===== src/rtl/ram8_reader.sv =====
// ram8_reader: scans DEPTH words of a combinational-read memory and streams
// them out over a valid/ready handshake, one word every two cycles at best.
// Optional feature macro: RAM8_READER_CHECKSUM_EN appends a modulo-2^WIDTH
// sum of the transferred words as one extra word at the end of each scan.
// Ports:
//   clk, reset           clock and synchronous active-high reset
//   start                request one full scan (sampled only when idle)
//   rd_addr / rd_data    memory address out / read data in
//   out_data, out_valid  word offered to the consumer
//   out_ready            consumer accepts out_data
//   busy                 high in every state except IDLE
//   done                 one-cycle pulse at the end of a scan
module ram8_reader #(
  parameter int WIDTH  = 16,
  parameter int DEPTH  = 8,
  parameter int ADDR_W = 3
) (
  input  logic              clk,
  input  logic              reset,
  input  logic              start,
  output logic [ADDR_W-1:0] rd_addr,
  input  logic [WIDTH-1:0]  rd_data,
  output logic [WIDTH-1:0]  out_data,
  output logic              out_valid,
  input  logic              out_ready,
  output logic              busy,
  output logic              done
);

  localparam logic [ADDR_W-1:0] LAST = ADDR_W'(DEPTH - 1);

  typedef enum logic [2:0] {
    IDLE    = 3'd0,
    READ    = 3'd1,
    PRESENT = 3'd2,
    DONE    = 3'd3
`ifdef RAM8_READER_CHECKSUM_EN
    ,
    CSUM    = 3'd4
`endif
  } state_t;

  state_t state;

`ifdef RAM8_READER_CHECKSUM_EN
  logic [WIDTH-1:0] sum;
`endif

  always_ff @(posedge clk) begin
    if (reset) begin
      state     <= IDLE;
      rd_addr   <= '0;
      out_data  <= '0;
      out_valid <= 1'b0;
      busy      <= 1'b0;
      done      <= 1'b0;
`ifdef RAM8_READER_CHECKSUM_EN
      sum       <= '0;
`endif
    end else begin
      done <= 1'b0;
      unique case (state)
        IDLE: begin
          if (start) begin
            rd_addr <= '0;
            busy    <= 1'b1;
            state   <= READ;
`ifdef RAM8_READER_CHECKSUM_EN
            sum     <= '0;
`endif
          end
        end
        READ: begin
          out_data  <= rd_data;
          out_valid <= 1'b1;
          state     <= PRESENT;
        end
        PRESENT: begin
          if (out_valid && out_ready) begin
            out_valid <= 1'b0;
`ifdef RAM8_READER_CHECKSUM_EN
            sum       <= sum + out_data;
`endif
            if (rd_addr == LAST) begin
`ifdef RAM8_READER_CHECKSUM_EN
              state <= CSUM;
`else
              state <= DONE;
              done  <= 1'b1;
`endif
            end else begin
              rd_addr <= rd_addr + 1'b1;
              state   <= READ;
            end
          end
        end
`ifdef RAM8_READER_CHECKSUM_EN
        // First cycle loads the sum (mirrors READ), then it is
        // held under the same handshake as a data word.
        CSUM: begin
          if (!out_valid) begin
            out_data  <= sum;
            out_valid <= 1'b1;
          end else if (out_ready) begin
            out_valid <= 1'b0;
            state     <= DONE;
            done      <= 1'b1;
          end
        end
`endif
        DONE: begin
          busy  <= 1'b0;
          state <= IDLE;
        end
        default: state <= IDLE;
      endcase
    end
  end

endmodule


===== config.mk =====
export PLATFORM = sky130hd
export DESIGN_NAME = ram8_reader
export DESIGN_NICKNAME = d
export VERILOG_FILES = /design/src/rtl/ram8_reader.sv
export SDC_FILE = /design/constraint.sdc
export NUM_CORES = 1
export LEC_CHECK = 0
export BUFFER_PORTS_ARGS = -buffer_cell sky130_fd_sc_hd__buf_4
export CAP_MARGIN = 40
export CORE_MARGIN = 3
export CORE_UTILIZATION = 43
export DETAILED_ROUTE_END_ITERATION = 12
export GPL_ROUTABILITY_DRIVEN = 0
export PLACE_DENSITY = 0.72
export SLEW_MARGIN = 20
export SYNTH_ARGS = -nofsm -noshare
export SYNTH_HDL_FRONTEND = slang
export SYNTH_SLANG_ARGS = --single-unit

===== constraint.sdc =====
create_clock -name clk -period 3.6 [get_ports clk]
set_clock_uncertainty 0.2 [all_clocks]
set_input_delay 0.36 -clock clk [delete_from_list [all_inputs] [get_ports clk]]
set_output_delay 0.36 -clock clk [all_outputs]
set_load 0.1 [all_outputs]

# After elaboration in Yosys (flattened, before gate mapping)

Cells that the tools add are included.

Register bits: 25
Output and inout bits: 22

Add/subtract/negate cells: 1
Eq/ne operators: 7
Mux-type cells: 13
Bitwise operators: 2
Reduce and logical (&&, ||, !) cells: 10

Operators by type and width:

| kind                                                            | count |
|---|---|
| 3-bit 2-to-1 mux                                                | 5 |
| 3-bit case mux with 3 select lines                              | 1 |
| 3-bit by 2-bit == test with 1-bit output, second input constant | 2 |
| 2-bit != test, second input constant                            | 3 |
| 3-bit case mux with 2 select lines                              | 1 |
| 2-bit AND reduction                                             | 3 |
| 2-bit nonzero test                                              | 3 |
| 1-bit case mux with 2 select lines                              | 2 |
| 4-bit AND reduction                                             | 1 |
| 3-bit by 1-bit adder with 3-bit output, second input constant   | 1 |
| 3-bit by 1-bit == test with 1-bit output, second input constant | 1 |
| 3-bit == test, second input constant                            | 1 |
| 3-bit zero test                                                 | 1 |
| 1-bit 2-to-1 mux                                                | 3 |
| 3-bit OR reduction                                              | 1 |
| 2-bit 2-to-1 mux                                                | 1 |
| 1-bit inverter                                                  | 2 |
| 1-bit logical AND                                               | 1 |

# Longest topological paths before layout

Depth after elaboration: 4
Depth in mapped cells: 6
Gate-level depth less buffers: 5

# Worst setup path after synthesis

No wires, ideal clock.

Path type: reg-to-reg
Start point: reg rd_addr[0]
End point: reg rd_addr[2]
Setup time: 0.063 ns
Arrival time: 2.008 ns
Data required time: 3.337 ns
Path slack: 1.330 ns
Stages on the path, launching flop included: 6
Clock period less this slack: 2.270 ns
Path through: dfxtp_1 > ha_1 > ha_1 > and4b_1 > o31ai_2 > a22o_1

Cells in the longest elaborated chain, start to end: 4

Ends and longest elaborated chain:

| what                                   | line | RTL |
|---|---|---|
| from (decl)                            | 21   | `output logic [ADDR_W-1:0] rd_addr,` |
| from (signal assigned)                 | 92   | `rd_addr <= rd_addr + 1'b1;` |
| 3-bit by 1-bit adder with 3-bit output | 92   |  |
| 3-bit 2-to-1 mux                       | 84   | `if (rd_addr == LAST) begin` |
| 3-bit 2-to-1 mux                       | 79   | `if (out_valid && out_ready) begin` |
| 3-bit case mux with 2 select lines     | 62   | `unique case (state)` |

Several ways; a longest one is shown, not always the timed one. The select of a mux whose other input is x is not followed.
A chain may end at the register's enable or synchronous reset.

# Final worst setup path

Start point: reg rd_addr[0]
End point: reg rd_addr[0]

Same word-level chain as after synthesis.

==> results.sh <==
export IMPL_syn_to_final_growth_pct=30.7
export IMPL_grtUsageTotal=0.147
export IMPL_hold_ws_ns=0.0900
export IMPL_io_buffers=41
export IMPL_ys_warn_count=0
export IMPL_r2r_start="rd_addr[0]"
export IMPL_cts_tree="yes"
export IMPL_fin_tns_setup_ns=0
export IMPL_grt_overflow=0
export IMPL_coreArea_sq_um=2060
export IMPL_async_flop_share=0
export IMPL_cp_buffers_inverters=0
export IMPL_setup_viol=0
export IMPL_fin_area_sq_um=1280
export IMPL_ys_ff_latch=24
export IMPL_fin_crit_sh=0.495
export IMPL_ys_flop_type="dfxtp_1"
export IMPL_ioPinCount=42
export IMPL_dpl_hpwl_mm=1.51
export IMPL_hold_path_class="input pin to flop"
export IMPL_tightest_slew_ns=0.619
export IMPL_routed_wl_mm=2.03
export IMPL_r2r_end="rd_addr[0]"
export IMPL_post_route_util=0.620
export IMPL_synth_edff_count=0
export IMPL_vias=861
export IMPL_crit_fanout=5
export IMPL_grt_pass1_vias=748
export IMPL_synth_cell_type_count=26
export IMPL_relSlewSlack=0.588
export IMPL_hold_path_end="out_data[5]"
export IMPL_cp_top_family="simple AND/OR/NAND/NOR gates"
export IMPL_critPathSlowestCell="dfxtp_1"
export IMPL_n_antenna_cell=0
export IMPL_critPathCaptureType="flop"
export IMPL_root_buffer="clkbuf_4"
export IMPL_hold_buffers=0
export IMPL_cp_arrival_ns=1.82
export IMPL_die_y_um=53.7
export IMPL_final_antenna_net_count=0
export IMPL_final_cell_mix="42 x buf_4, 33 x nand2_1, 24 x dfxtp_1"
export IMPL_reg2regPathDepth=5
export IMPL_synth_area_sq_um=977
export IMPL_critical_path_class="flop to flop"
export IMPL_clk_pin_slew_ns=0.13
export IMPL_postSynthAreaPerCell_sq_um=8.65
export IMPL_grt_pass1_wl_mm=3.19
export IMPL_cts_buffer_depth=2
export IMPL_floorplan_die_area_sq_um=2880
export IMPL_fp_dieW_um=53.7
export IMPL_final_common_cell="buf_4"
export IMPL_grt_setup_unrepaired="no"
export IMPL_finalHoldViolations=0
export IMPL_cts_made_buffers=3
export IMPL_place_area_sq_um=1250
export IMPL_synth_fp_nets=135
export IMPL_place_inst=173
export IMPL_crit_top_cell="ha_1"
export IMPL_num_fill_cells=194
export IMPL_reg2reg_setup_slack_ns=1.82
export IMPL_outcome="finished clean"
export IMPL_power_density_nw_per_um2=439
export IMPL_cap_violations=0
export IMPL_wl_per_cell_um=11.5
export IMPL_postCtsSetupRepairBufs=0
export IMPL_min_from="rd_data[5]"
export IMPL_hold_depth=3
export IMPL_grt_max_degree=26
export IMPL_path_cells="ha_1, ha_1, nand3b_1, or3_1, a31oi_1"
export IMPL_leakage_nw=0.554
export IMPL_drt_iter0_drc=2
export IMPL_ys_seq_area_frac=0.492
export IMPL_cpPeakStageDelay_ns=0.37
export IMPL_rows=16
export IMPL_nNetsFinal=173
export IMPL_ir_drop_uv=250
export IMPL_cts_resized=0
export IMPL_initial_utilization=0.474
export IMPL_route_detailed_drc=0
export IMPL_fmax_mhz=561
export IMPL_antenna_found_initial=0
export IMPL_first_pass_iters=4
export IMPL_start_kind="flop"
export IMPL_final_cell_count_no_fill=176
export IMPL_h_tree_depth=1
export IMPL_drive_gt1_frac=0.315
export IMPL_worstSkewPairLatency_ns=0.30
export IMPL_cp_data_required_time_ns=3.63
export IMPL_viasPerCell=4.89
export IMPL_synth_cells=113
export IMPL_final_max_slew_viol_count=0
export IMPL_fin_crit_ns=1.78
export IMPL_cts_sinks=24
==> cells in the mapped netlist, drive strengths merged (2+ instances only) <==
master | n | area [sq um]
nand2 | 33 | 124
dfxtp | 24 | 480
a21oi | 18 | 90.1
buf | 6 | 60.1
nand2b | 4 | 32.5
clkbuf | 3 | 11.3
nor2b | 3 | 18.8
a22o | 2 | 17.5
a31oi | 2 | 12.5
ha | 2 | 25.0
nor2 | 2 | 7.51
o21ai | 2 | 10.0
==> worst reg2reg max path: stages, from the launching register on <==
cell and delay, ns:
dfxtp_1 0.37, ha_1 0.21, ha_1 0.21, nand3b_1 0.19, or3_1 0.36, a31oi_1 0.18
==> sequential cells by signal (all words and copies together), names as in the netlist <==
signal / cells
done: 1
busy: 1
state: 2
rd_addr: 3
out_valid: 1
out_data: 16
==> cells by family (layout without fill, tap and decap cells) <==
family	after synthesis	after routing	share of synthesized area
compound gates	27	27	0.161
fa+ha+maj	2	2	0.0256
buf+inv	10	46	0.0768
flops	24	24	0.492
simple gates	50	50	0.245
==> worst max path at each step <==
stage	cells after the start	startpoint	to
after floorplan	5	rd_addr[0]	rd_addr[2]
after global placement	3	state[0]	out_data[5]
after detailed placement	5	rd_addr[0]	rd_addr[0]
after CTS	5	rd_addr[0]	rd_addr[0]
after global routing	5	rd_addr[0]	rd_addr[0]
final	5	rd_addr[0]	rd_addr[0]
==> cell type report <==
type                       instances  area, sq um  share of cell area
sequential                        24          480               0.376
multi-input combinational         79          422               0.330
timing repair buffer              42          315               0.247
tap                               27         33.8              0.0264
clock buffer                       3         22.5              0.0176
inverter                           1         3.75             0.00294
==> per-stage QoR <==
| stage | setup slack (ns) | total power [mW] |
|---|---|---|
| CTS | 1.80 | 0.565 |
| global route | 1.70 | 0.583 |
| global placement | 1.78 | 0.452 |
| finish | 1.82 | 0.561 |
| floorplan | 1.33 | 0.421 |
| detailed placement | 1.85 | 0.455 |
==> layer usage <==
| layer | vias to the layer above | global-route usage | wire [um] |
|---|---|---|---|
| li1 | 447 | - | - |
| met1 | 387 | 0.189 | 900 |
| met2 | 25 | 0.250 | 956 |
| met3 | 2 | 0.0249 | 158 |
| met4 | 0 | 0.0383 | 12 |
| met5 | - | 0 | 0 |
==> power breakdown <==
group | total [mW] | internal (mW) | switching (mW) | leakage, nW
Sequential | 0.290 | 0.279 | 0.0111 | 0.196
Clock | 0.113 | 0.0389 | 0.0742 | 0.0138
Combinational | 0.158 | 0.0424 | 0.115 | 0.345
Total | 0.561 | 0.360 | 0.201 | 0.554
(Power assumes the default switching activity.)
